`config.mk`:
```
export PLATFORM = sky130hd
export DESIGN_NAME = sevenseg_scan_driver
export DESIGN_NICKNAME = d
export VERILOG_FILES = /design/src/rtl/sevenseg_scan_driver.sv
export SDC_FILE = /design/constraint.sdc
export NUM_CORES = 1
export LEC_CHECK = 0
export CAP_MARGIN = 20
export CORE_UTILIZATION = 45
export DETAILED_ROUTE_END_ITERATION = 10
export HOLD_SLACK_MARGIN = 0.15
export PLACE_DENSITY = 0.75
export SLEW_MARGIN = 20
export SYNTH_ARGS = -nofsm -noshare
export SYNTH_HDL_FRONTEND = slang
export SYNTH_SLANG_ARGS = --single-unit
```
`constraint.sdc`:
```
create_clock -name clk -period 4.8 [get_ports clk]
set_input_delay 0.96 -clock clk [delete_from_list [all_inputs] [get_ports clk]]
set_output_delay 0.96 -clock clk [all_outputs]
set_load 0.01 [all_outputs]
```
`src/rtl/sevenseg_scan_driver.sv`:
```
// sevenseg_scan_driver
//   Multiplexed seven-segment driver. Scans DIGITS hex digits one slot at a
//   time with one-hot, active-high digit grounds and registered segment
//   outputs. Adds per-digit blanking, decimal points, frame-synchronous
//   (tear-free) data updates and a frame pulse.
//
//   Optional feature: define SEVSEG_LZ_BLANK_EN for leading-zero suppression.
//   With the macro, digit i is blanked when its nibble and all nibbles left
//   of it are zero; the rightmost digit is never suppressed.
//
// Parameters
//   DIGITS       digits scanned (2..8), din is 4*DIGITS wide
//   REFRESH_DIV  clk cycles per digit slot (>=2)
//   SEG_ACT_LOW  1: a 0 on display/dp lights the segment, 0: a 1 lights it
//
// Ports
//   clk         system clock
//   rst         asynchronous reset, active-high
//   din         hex value, nibble [4*DIGITS-1 -: 4] is digit 0 (leftmost)
//   din_load    one-cycle strobe capturing din, dp_in, digit_en
//   dp_in       decimal point per digit (bit i -> digit i), 1 = lit
//   digit_en    1 = digit shown, 0 = digit blanked
//   grounds     one-hot digit select, active-high
//   display     segments a..g, MSB = a
//   dp          decimal point of the selected digit
//   frame_tick  one-cycle pulse when the scan returns to digit 0
module sevenseg_scan_driver #(
  parameter int DIGITS      = 4,
  parameter int REFRESH_DIV = 32768,
  parameter bit SEG_ACT_LOW = 1'b1
) (
  input  logic                clk,
  input  logic                rst,
  input  logic [4*DIGITS-1:0] din,
  input  logic                din_load,
  input  logic [DIGITS-1:0]   dp_in,
  input  logic [DIGITS-1:0]   digit_en,
  output logic [DIGITS-1:0]   grounds,
  output logic [6:0]          display,
  output logic                dp,
  output logic                frame_tick
);

  localparam int CNT_W = (REFRESH_DIV > 2) ? $clog2(REFRESH_DIV) : 1;
  localparam int IDX_W = $clog2(DIGITS);
  localparam logic [CNT_W-1:0] CNT_LAST = CNT_W'(REFRESH_DIV - 1);
  localparam logic [IDX_W-1:0] IDX_LAST = IDX_W'(DIGITS - 1);

  // Segment pattern in lit form (1 = segment on), a..g with a as MSB.
  function automatic logic [6:0] hex_lit(input logic [3:0] nib);
    logic [6:0] al;
    case (nib)
      4'h0: al = 7'b0000001;
      4'h1: al = 7'b1001111;
      4'h2: al = 7'b0010010;
      4'h3: al = 7'b0000110;
      4'h4: al = 7'b1001100;
      4'h5: al = 7'b0100100;
      4'h6: al = 7'b0100000;
      4'h7: al = 7'b0001111;
      4'h8: al = 7'b0000000;
      4'h9: al = 7'b0000100;
      4'hA: al = 7'b0001000;
      4'hB: al = 7'b1100000;
      4'hC: al = 7'b0110001;
      4'hD: al = 7'b1000010;
      4'hE: al = 7'b0110000;
      default: al = 7'b0111000;
    endcase
    return ~al;
  endfunction

  // Convert lit form to the board pin polarity.
  function automatic logic [6:0] seg_pins(input logic [6:0] lit);
    return lit ^ {7{SEG_ACT_LOW}};
  endfunction

  function automatic logic dp_pin(input logic lit);
    return lit ^ SEG_ACT_LOW;
  endfunction

  logic [CNT_W-1:0]    cnt;
  logic [IDX_W-1:0]    idx;
  logic [IDX_W-1:0]    idx_nxt;
  logic                slot_tick;
  logic                wrap_tick;

  logic [4*DIGITS-1:0] pend_din;
  logic [DIGITS-1:0]   pend_dp;
  logic [DIGITS-1:0]   pend_en;
  logic [4*DIGITS-1:0] shown_din;
  logic [DIGITS-1:0]   shown_dp;
  logic [DIGITS-1:0]   shown_en;
  logic [4*DIGITS-1:0] shown_din_nxt;
  logic [DIGITS-1:0]   shown_dp_nxt;
  logic [DIGITS-1:0]   shown_en_nxt;

  logic [DIGITS-1:0]   grounds_nxt;
  logic [3:0]          sel_nib;
  logic                sel_en;
  logic                sel_dp;
  logic                sel_lz;
  logic [6:0]          seg_lit;
  logic                dp_lit;

  always_comb begin
    slot_tick = (cnt == CNT_LAST);
    wrap_tick = slot_tick && (idx == IDX_LAST);
    idx_nxt   = wrap_tick ? '0 : idx + IDX_W'(1);
  end

  // Shown data only moves at the frame wrap; a load landing on that very
  // cycle bypasses pending so it is visible in the next slot.
  always_comb begin
    shown_din_nxt = shown_din;
    shown_dp_nxt  = shown_dp;
    shown_en_nxt  = shown_en;
    if (wrap_tick) begin
      if (din_load) begin
        shown_din_nxt = din;
        shown_dp_nxt  = dp_in;
        shown_en_nxt  = digit_en;
      end else begin
        shown_din_nxt = pend_din;
        shown_dp_nxt  = pend_dp;
        shown_en_nxt  = pend_en;
      end
    end
  end

  // Select the digit entering the next slot from the data it will show.
  always_comb begin : sel_blk
    logic lz_run;
    lz_run      = 1'b1;
    grounds_nxt = '0;
    sel_nib     = '0;
    sel_en      = 1'b0;
    sel_dp      = 1'b0;
    sel_lz      = 1'b0;
    for (int i = 0; i < DIGITS; i++) begin
      lz_run         = lz_run && (shown_din_nxt[4*(DIGITS-1-i) +: 4] == 4'h0);
      grounds_nxt[i] = (IDX_W'(i) == idx_nxt);
      if (IDX_W'(i) == idx_nxt) begin
        sel_nib = shown_din_nxt[4*(DIGITS-1-i) +: 4];
        sel_en  = shown_en_nxt[i];
        sel_dp  = shown_dp_nxt[i];
`ifdef SEVSEG_LZ_BLANK_EN
        sel_lz  = lz_run && (i != DIGITS - 1);
`endif
      end
    end
    seg_lit = (sel_en && !sel_lz) ? hex_lit(sel_nib) : 7'b0;
    dp_lit  = sel_en && sel_dp;
  end

  // Register stage: counters, buffers and pin outputs.
  always_ff @(posedge clk or posedge rst) begin
    if (rst) begin
      cnt        <= '0;
      idx        <= '0;
      pend_din   <= '0;
      pend_dp    <= '0;
      pend_en    <= '0;
      shown_din  <= '0;
      shown_dp   <= '0;
      shown_en   <= '0;
      grounds    <= DIGITS'(1);
      display    <= seg_pins(7'b0);
      dp         <= dp_pin(1'b0);
      frame_tick <= 1'b0;
    end else begin
      cnt        <= slot_tick ? '0 : cnt + CNT_W'(1);
      frame_tick <= wrap_tick;
      shown_din  <= shown_din_nxt;
      shown_dp   <= shown_dp_nxt;
      shown_en   <= shown_en_nxt;
      if (din_load) begin
        pend_din <= din;
        pend_dp  <= dp_in;
        pend_en  <= digit_en;
      end
      if (slot_tick) begin
        idx     <= idx_nxt;
        grounds <= grounds_nxt;
        display <= seg_pins(seg_lit);
        dp      <= dp_pin(dp_lit);
      end
    end
  end

endmodule

```
==> impl_metrics.env, run 1 <==
export IMPL_whs_endpoint="shown_din[3]"
export IMPL_final_util_pct=55.27
export IMPL_post_cts_setup_buffer_count=0
export IMPL_fin_skew_ns=0.01483
export IMPL_via_count=2797
export IMPL_cts_resized=0
export IMPL_wl_per_cell_um=15.70
export IMPL_ir_drop_mv=0.1639
export IMPL_core_area_um2=8258
export IMPL_maxSlewHeadroom_pct=53.04
export IMPL_cts_htree_levels=3
export IMPL_first_global_vias=2902
export IMPL_synth_edf_count=0
export IMPL_synth_area_um2=3874
export IMPL_cp_cell_sequence="clkdlybuf4s50_1, mux2_2, mux2_2, a221oi_1, a221o_1, inv_1, ha_1, nor3_1, mux2i_1, o221a_2"
export IMPL_rsz0062_at_grt="no"
export IMPL_ys_seq_area_share_pct=50.68
export IMPL_area_delta_synth_final_pct=17.83
export IMPL_max_stage_delay_ns=0.73
export IMPL_syn_inst=364
export IMPL_power_density_nw_per_um2=271.3
export IMPL_ys_async_sr_fraction_pct=100.0
export IMPL_critPathRequiredTime_ns=5.08
export IMPL_ant_nets=0
export IMPL_hpwl_um=5804
export IMPL_holdCritStartpoint="shown_din[3]"
export IMPL_hold_path_depth=2
export IMPL_syn_avg_cell_area_um2=10.64
export IMPL_io_buffers=39
export IMPL_setup_viol=0
export IMPL_gp_congestion=0.8699
export IMPL_endpoint_kind="register"
export IMPL_routed_wl_um=8072
export IMPL_crit_fanout=9
export IMPL_die_x_um=94.78
export IMPL_ys_ff_latch=78
export IMPL_worstMarginPinSlew_ns=0.7013
export IMPL_max_freq_mhz=273.9
export IMPL_finalSetupTns_ns=0
export IMPL_crit_top_cell="mux2_2"
export IMPL_cts_sinks=78
export IMPL_yosysWarnings=0
export IMPL_n_antenna_cell=0
export IMPL_nFillCells=734
export IMPL_numCtsBuffers=9
export IMPL_postCtsHoldBufs=0
export IMPL_cts_root_buf="clkbuf_8"
export IMPL_syn_num_nets=403
export IMPL_min_period_over_period_pct=76.06
export IMPL_layout_min_cycle_time_ns=3.651
export IMPL_status="complete, no violations"
export IMPL_arrival_ns=3.93
export IMPL_die_y_um=94.78
export IMPL_critical_path_slowest_cell="clkdlybuf4s50_1"
export IMPL_grt_pass1_wl_um=13860
export IMPL_drc=0
export IMPL_pin_count=40
export IMPL_drtIter0Drc=146
export IMPL_ff2ff_setup_slack_ns=1.25
export IMPL_grt_max_degree=31
export IMPL_cts_tree="yes"
export IMPL_cp_start_kind="input port"
export IMPL_viasPerCell=5.442
export IMPL_track_usage_pct=20.29
export IMPL_timing_rr_end="display[6]"
export IMPL_drive_gt1_share_pct=18.34
export IMPL_slew_viol_final=0
export IMPL_synth_main_ff_cell="dfrtp_1"
export IMPL_power_leakage_uw=0.002076
export IMPL_reg2reg_depth=11
export IMPL_worstReg2RegStart="cnt[0]"
export IMPL_die_area_um2=8983
export IMPL_hp_class="reg2reg"
export IMPL_hold_viol=0
export IMPL_globalRouteOverflowTotal=0
export IMPL_antenna_found_initial=0
export IMPL_synth_cell_types=57
export IMPL_maxCapViolations=0
export IMPL_clockBufferDepth=2
export IMPL_worstSetupPathType="in2reg"
export IMPL_rows=33
export IMPL_clkTransAtPathRegs_ns=0.08
export IMPL_dr_pass1_iters=4
export IMPL_start_util_pct=46.91
export IMPL_worstSkewPairLatency_ns=0.35
export IMPL_fin_nets=444
==> sequential cells by signal, indices dropped and copies added, names as in the netlist <==
register	flops
idx	2
cnt	15
shown_en	4
dp	1
pend_en	4
display	7
shown_din	16
frame_tick	1
grounds	4
shown_dp	4
pend_din	16
pend_dp	4
==> per-layer routing <==
layer / global-route usage (%) / wire length [µm] / part of all wire, % / vias to the layer above
met5: 0 / 0 / 0 / -
met4: 5.682 / 74 / 0.92 / 0
met3: 5.072 / 301 / 3.7 / 6
met2: 33.39 / 3919 / 49 / 60
met1: 26.52 / 3776 / 47 / 1395
li1: - / - / - / 1336
==> critical path, delay by kind of cell <==
kind,cells,cell delay [ns]
AO/OA/AOI/OAI,3,0.86
adder cells (fa/ha/maj),1,0.26
multiplexers,3,0.78
buffers and inverters,2,0.87
AND/OR/NAND/NOR,1,0.21
==> synth_stat cells (all sizes together), types with 2 or more instances <==
| master | n | area share, % |
|---|---|---|
| xor2 | 7 | 1.6 |
| and4 | 2 | 0.52 |
| a21oi | 8 | 1.0 |
| o32ai | 2 | 0.45 |
| a221oi | 3 | 0.68 |
| xnor2 | 5 | 1.1 |
| clkbuf | 4 | 0.39 |
| or2 | 2 | 0.32 |
| and2 | 3 | 0.55 |
| nand3 | 8 | 1.2 |
| o32a | 2 | 0.52 |
| o41ai | 2 | 0.45 |
| dfrtp | 69 | 45 |
| o211ai | 4 | 0.90 |
| nor2 | 19 | 1.9 |
| nor3 | 4 | 0.52 |
| inv | 19 | 1.8 |
| nand4 | 7 | 1.7 |
| and3 | 6 | 0.97 |
| ha | 12 | 3.9 |
| buf | 12 | 1.7 |
| a31oi | 2 | 0.32 |
| nor4 | 3 | 0.65 |
| a22oi | 3 | 0.58 |
| nor2b | 3 | 0.48 |
| mux2 | 29 | 8.6 |
| nand2 | 71 | 7.0 |
| o21ai | 15 | 1.9 |
| dfstp | 9 | 6.1 |
| mux2i | 17 | 4.4 |
==> area by class of cell <==
| cell class | count | area, µm² | area share (%) |
|---|---|---|---|
| clock buffers | 10 | 127.6 | 2.796 |
| clock inverters | 5 | 60.06 | 1.316 |
| multi-input cells | 251 | 1768 | 38.73 |
| inverters | 19 | 71.32 | 1.562 |
| flip-flops and latches | 78 | 1963 | 43.01 |
| repair buffers | 46 | 442.9 | 9.704 |
| well taps | 105 | 131.4 | 2.878 |
==> cell families after synthesis <==
group                      share of synthesized area [%]
xor gates and xnor gates                           2.713
and+or+nand+nor                                    16.31
AOI/OAI and AO/OA                                  8.915
buffers and inverters                              3.908
adders and majority gates                          3.876
muxes                                              13.60
DFF                                                50.68
==> where the power goes <==
part / switching, µW / internal [µW]
registers: 4.66 / 677
clock network: 242 / 239
logic: 36.2 / 38.7
==> through the flow <==
step	instances	instance area (µm²)	power, µW	setup WS, ns	hold slack, ns
floorplan	364	3874	734.8	1.269	0.4343
global placement	499	4377	768.2	0.8855	0.4490
detailed placement	499	4377	771.7	0.7721	0.4560
CTS	514	4564	1253	1.162	0.4755
global route	514	4564	1290	0.9864	0.4969
finish	514	4564	1238	1.149	0.4715
==> how the worst max path moves through the flow <==
stage              from  slack (ns)  depth (start not counted)         end
5_1_grt        din_load        0.99                         10  display[3]
6_report       din_load        1.15                         10  display[6]
2_1_floorplan  din_load        1.27                         11  display[3]
4_1_cts        din_load        1.16                         10  display[6]
3_3_place_gp   din_load        0.89                         10  display[3]
3_5_place_dp   din_load        0.77                         10  display[6]
==> cells in the final DEF (no fill, tap or decap), types with 7 or more instances in the layout <==
cell and n:
clkbuf_8 9, a21oi_1 8, nand2_1 69, mux2i_1 17
xor2_1 7, inv_1 18, clkdlybuf4s50_1 39, dfrtp_1 69
nand3_1 7, o21ai_0 14, buf_4 7, nor2_1 18
ha_1 12, mux2_2 27, dfstp_2 9
(Power assumes the default switching activity.)
==> inputs of run 2 (changes only) <==
--- a/config.mk
+++ b/config.mk
@@ -9,7 +9,7 @@
 export CORE_UTILIZATION = 45
 export DETAILED_ROUTE_END_ITERATION = 10
 export HOLD_SLACK_MARGIN = 0.15
-export PLACE_DENSITY = 0.75
+export PLACE_DENSITY = 0.77
 export SLEW_MARGIN = 20
 export SYNTH_ARGS = -nofsm -noshare
 export SYNTH_HDL_FRONTEND = slang
==> constraint.sdc (replaced) <==
create_clock -name clk -period 2.9 [get_ports clk]
set_input_delay 0.58 -clock clk [delete_from_list [all_inputs] [get_ports clk]]
set_output_delay 0.58 -clock clk [all_outputs]
set_load 0.01 [all_outputs]
==> impl_metrics.env, run 2 (synthesis results as in run 1) <==
export IMPL_slew_viol_final=0
export IMPL_grt_max_degree=34
export IMPL_via_count=2987
export IMPL_p_sw_uw=499.8
export IMPL_gp_congestion=0.8607
export IMPL_stdcell_count=560
export IMPL_pin_count=40
export IMPL_min_period_over_period_pct=102.3
export IMPL_max_freq_mhz=337.0
export IMPL_endpoint_kind="register"
export IMPL_cp_start_kind="register"
export IMPL_n_antenna_cell=0
export IMPL_critPathRequiredTime_ns=3.18
export IMPL_area_delta_synth_final_pct=31.75
export IMPL_fin_skew_ns=0.01804
export IMPL_core_area_um2=8258
export IMPL_cts_sinks=78
export IMPL_finalSetupTns_ns=-0.1130
export IMPL_first_global_vias=3080
export IMPL_clkTransAtPathRegs_ns=0.08
export IMPL_worstMarginPinSlew_ns=0.5856
export IMPL_globalRouteOverflowTotal=0
export IMPL_worstSetupPathType="reg2reg"
export IMPL_cts_root_buf="clkbuf_8"
export IMPL_rsz0062_at_grt="yes"
export IMPL_power_leakage_uw=0.002311
export IMPL_cts_htree_levels=3
export IMPL_ir_drop_mv=0.2876
export IMPL_hp_class="reg2reg"
export IMPL_power_density_nw_per_um2=410.4
export IMPL_start_util_pct=46.91
export IMPL_post_route_cell_area_um2=5104
export IMPL_p_int_uw=1595
export IMPL_die_y_um=94.78
export IMPL_cts_tree="yes"
export IMPL_layout_min_cycle_time_ns=2.967
export IMPL_rows=33
export IMPL_routed_wl_um=8966
export IMPL_postCtsHoldBufs=0
export IMPL_dr_pass1_iters=4
export IMPL_io_buffers=39
export IMPL_fin_nets=489
export IMPL_track_usage_pct=21.88
export IMPL_drive_gt1_share_pct=31.65
export IMPL_hold_viol=0
export IMPL_pwr_share_comb_pct=6.4
export IMPL_dp_slack_ns=-0.4216
export IMPL_grt_pass1_wl_um=14950
export IMPL_p_clk_share_pct=39.8
export IMPL_ant_nets=0
export IMPL_setup_viol=3
export IMPL_place_area_um2=4702
export IMPL_dp_cells=538
export IMPL_worstSkewPairLatency_ns=0.36
export IMPL_antenna_found_initial=0
export IMPL_die_x_um=94.78
export IMPL_crit_fanout=8
export IMPL_drc=0
export IMPL_viasPerCell=5.334
export IMPL_maxCapViolations=0
export IMPL_postLayoutSetupSlackWorst_ns=-0.06705
export IMPL_violations="negative setup slack"
export IMPL_die_area_um2=8983
export IMPL_fin_hold_ws_ns=0.4757
export IMPL_arrival_ns=3.25
export IMPL_maxSlewHeadroom_pct=60.90
export IMPL_mostFrequentLayoutCells="nand2_1 (69), dfrtp_1 (69), buf_4 (46)"
export IMPL_clockBufferDepth=2
export IMPL_numCtsBuffers=9
export IMPL_p_seq_share_pct=53.9
export IMPL_hpwl_um=6434
export IMPL_largestRegisters="pend_din x16, shown_din x16, cnt x15"
export IMPL_p_sw_share_pct=23.86
export IMPL_drtIter0Drc=175
export IMPL_status="complete, but fails checks"
export IMPL_wl_per_cell_um=16.01
==> run 2: changes by cell type in the layout (fill, tap and decap cells not counted), sizes merged <==
| cell | delta |
|---|---|
| inv | +1 |
| clkbuf | +1 |
| dlygate4sd2 | +1 |
| buf | +44 |
| clkdlybuf4s50 | -1 |
==> run 2: routing by layer <==
layer	GRT usage (%)	vias up	routed length (µm)
li1	-	1424	-
met1	29.05	1476	4019
met2	35.49	76	4438
met3	5.314	11	441
met4	6.313	0	68
met5	0	-	0
==> run 2: power groups by stage <==
stage,logic (µW),registers (µW),clock network [µW]
after detailed placement,135,1150,0
after global placement,131,1150,0
final,133,1130,833
after global routing,148,1130,886
after CTS,136,1130,844
after floorplan,70.3,1150,0
==> run 2: final cells by class <==
cell class,count,area [µm²]
Clock buffer,10,127.6
Tap cell,105,131.4
Fill cell,679,3154
Clock inverter,6,68.82
Sequential cell,78,1963
Inverter,19,71.32
Timing Repair Buffer,91,819.5
Multi-Input combinational cell,251,1922
==> run 2: metrics by stage <==
step                      total power (µW)  util, %
after floorplan                       1217        -
after global placement                1280    56.94
after detailed placement              1286    56.94
after CTS                             2109    59.65
after global routing                  2166    61.80
final                                 2095    61.80
==> run 2: path summary, 6_finish.rpt <==
path                              start           end  slack [ns]  depth (start not counted)
setup / recovery                 idx[0]    display[6]       -0.07                         13
hold / removal             shown_din[3]  shown_din[3]        0.48                          2
setup reg to reg                 idx[0]    display[6]       -0.07                         13
hold reg to reg            shown_din[3]  shown_din[3]        0.48                          2
max in group asynchronous           rst   shown_dp[0]        1.53                          4
min in group asynchronous           rst   pend_din[1]        0.59                          2
==> run 2: repair_timing <==
item	CTS	global route
pin swaps	1	9
endpoints found under the setup margin	5	7
resized for setup	4	28
gates cloned	0	0
setup buffers	2	4
endpoints found under the hold margin	0	0
==> run 2: worst max-delay path, stage by stage (launching register included) <==
cell and delay, ns:
dfrtp_1 0.36, ha_2 0.18, nand4_1 0.16, buf_4 0.19, buf_4 0.12, or4_4 0.42, buf_8 0.17, o211ai_1 0.28
a22oi_2 0.13, buf_4 0.17, ha_4 0.16, nor3_2 0.19, mux2i_1 0.10, o221a_2 0.27
==> inputs of run 3 (changes only) <==
--- a/config.mk
+++ b/config.mk
@@ -8,7 +8,7 @@
 export CAP_MARGIN = 20
 export CORE_UTILIZATION = 45
 export DETAILED_ROUTE_END_ITERATION = 10
-export HOLD_SLACK_MARGIN = 0.15
+export HOLD_SLACK_MARGIN = 0.03
 export PLACE_DENSITY = 0.77
 export SLEW_MARGIN = 20
 export SYNTH_ARGS = -nofsm -noshare
==> results of run 3 <==
No change in the layout: final DEF, timing and power equal those of run 2.
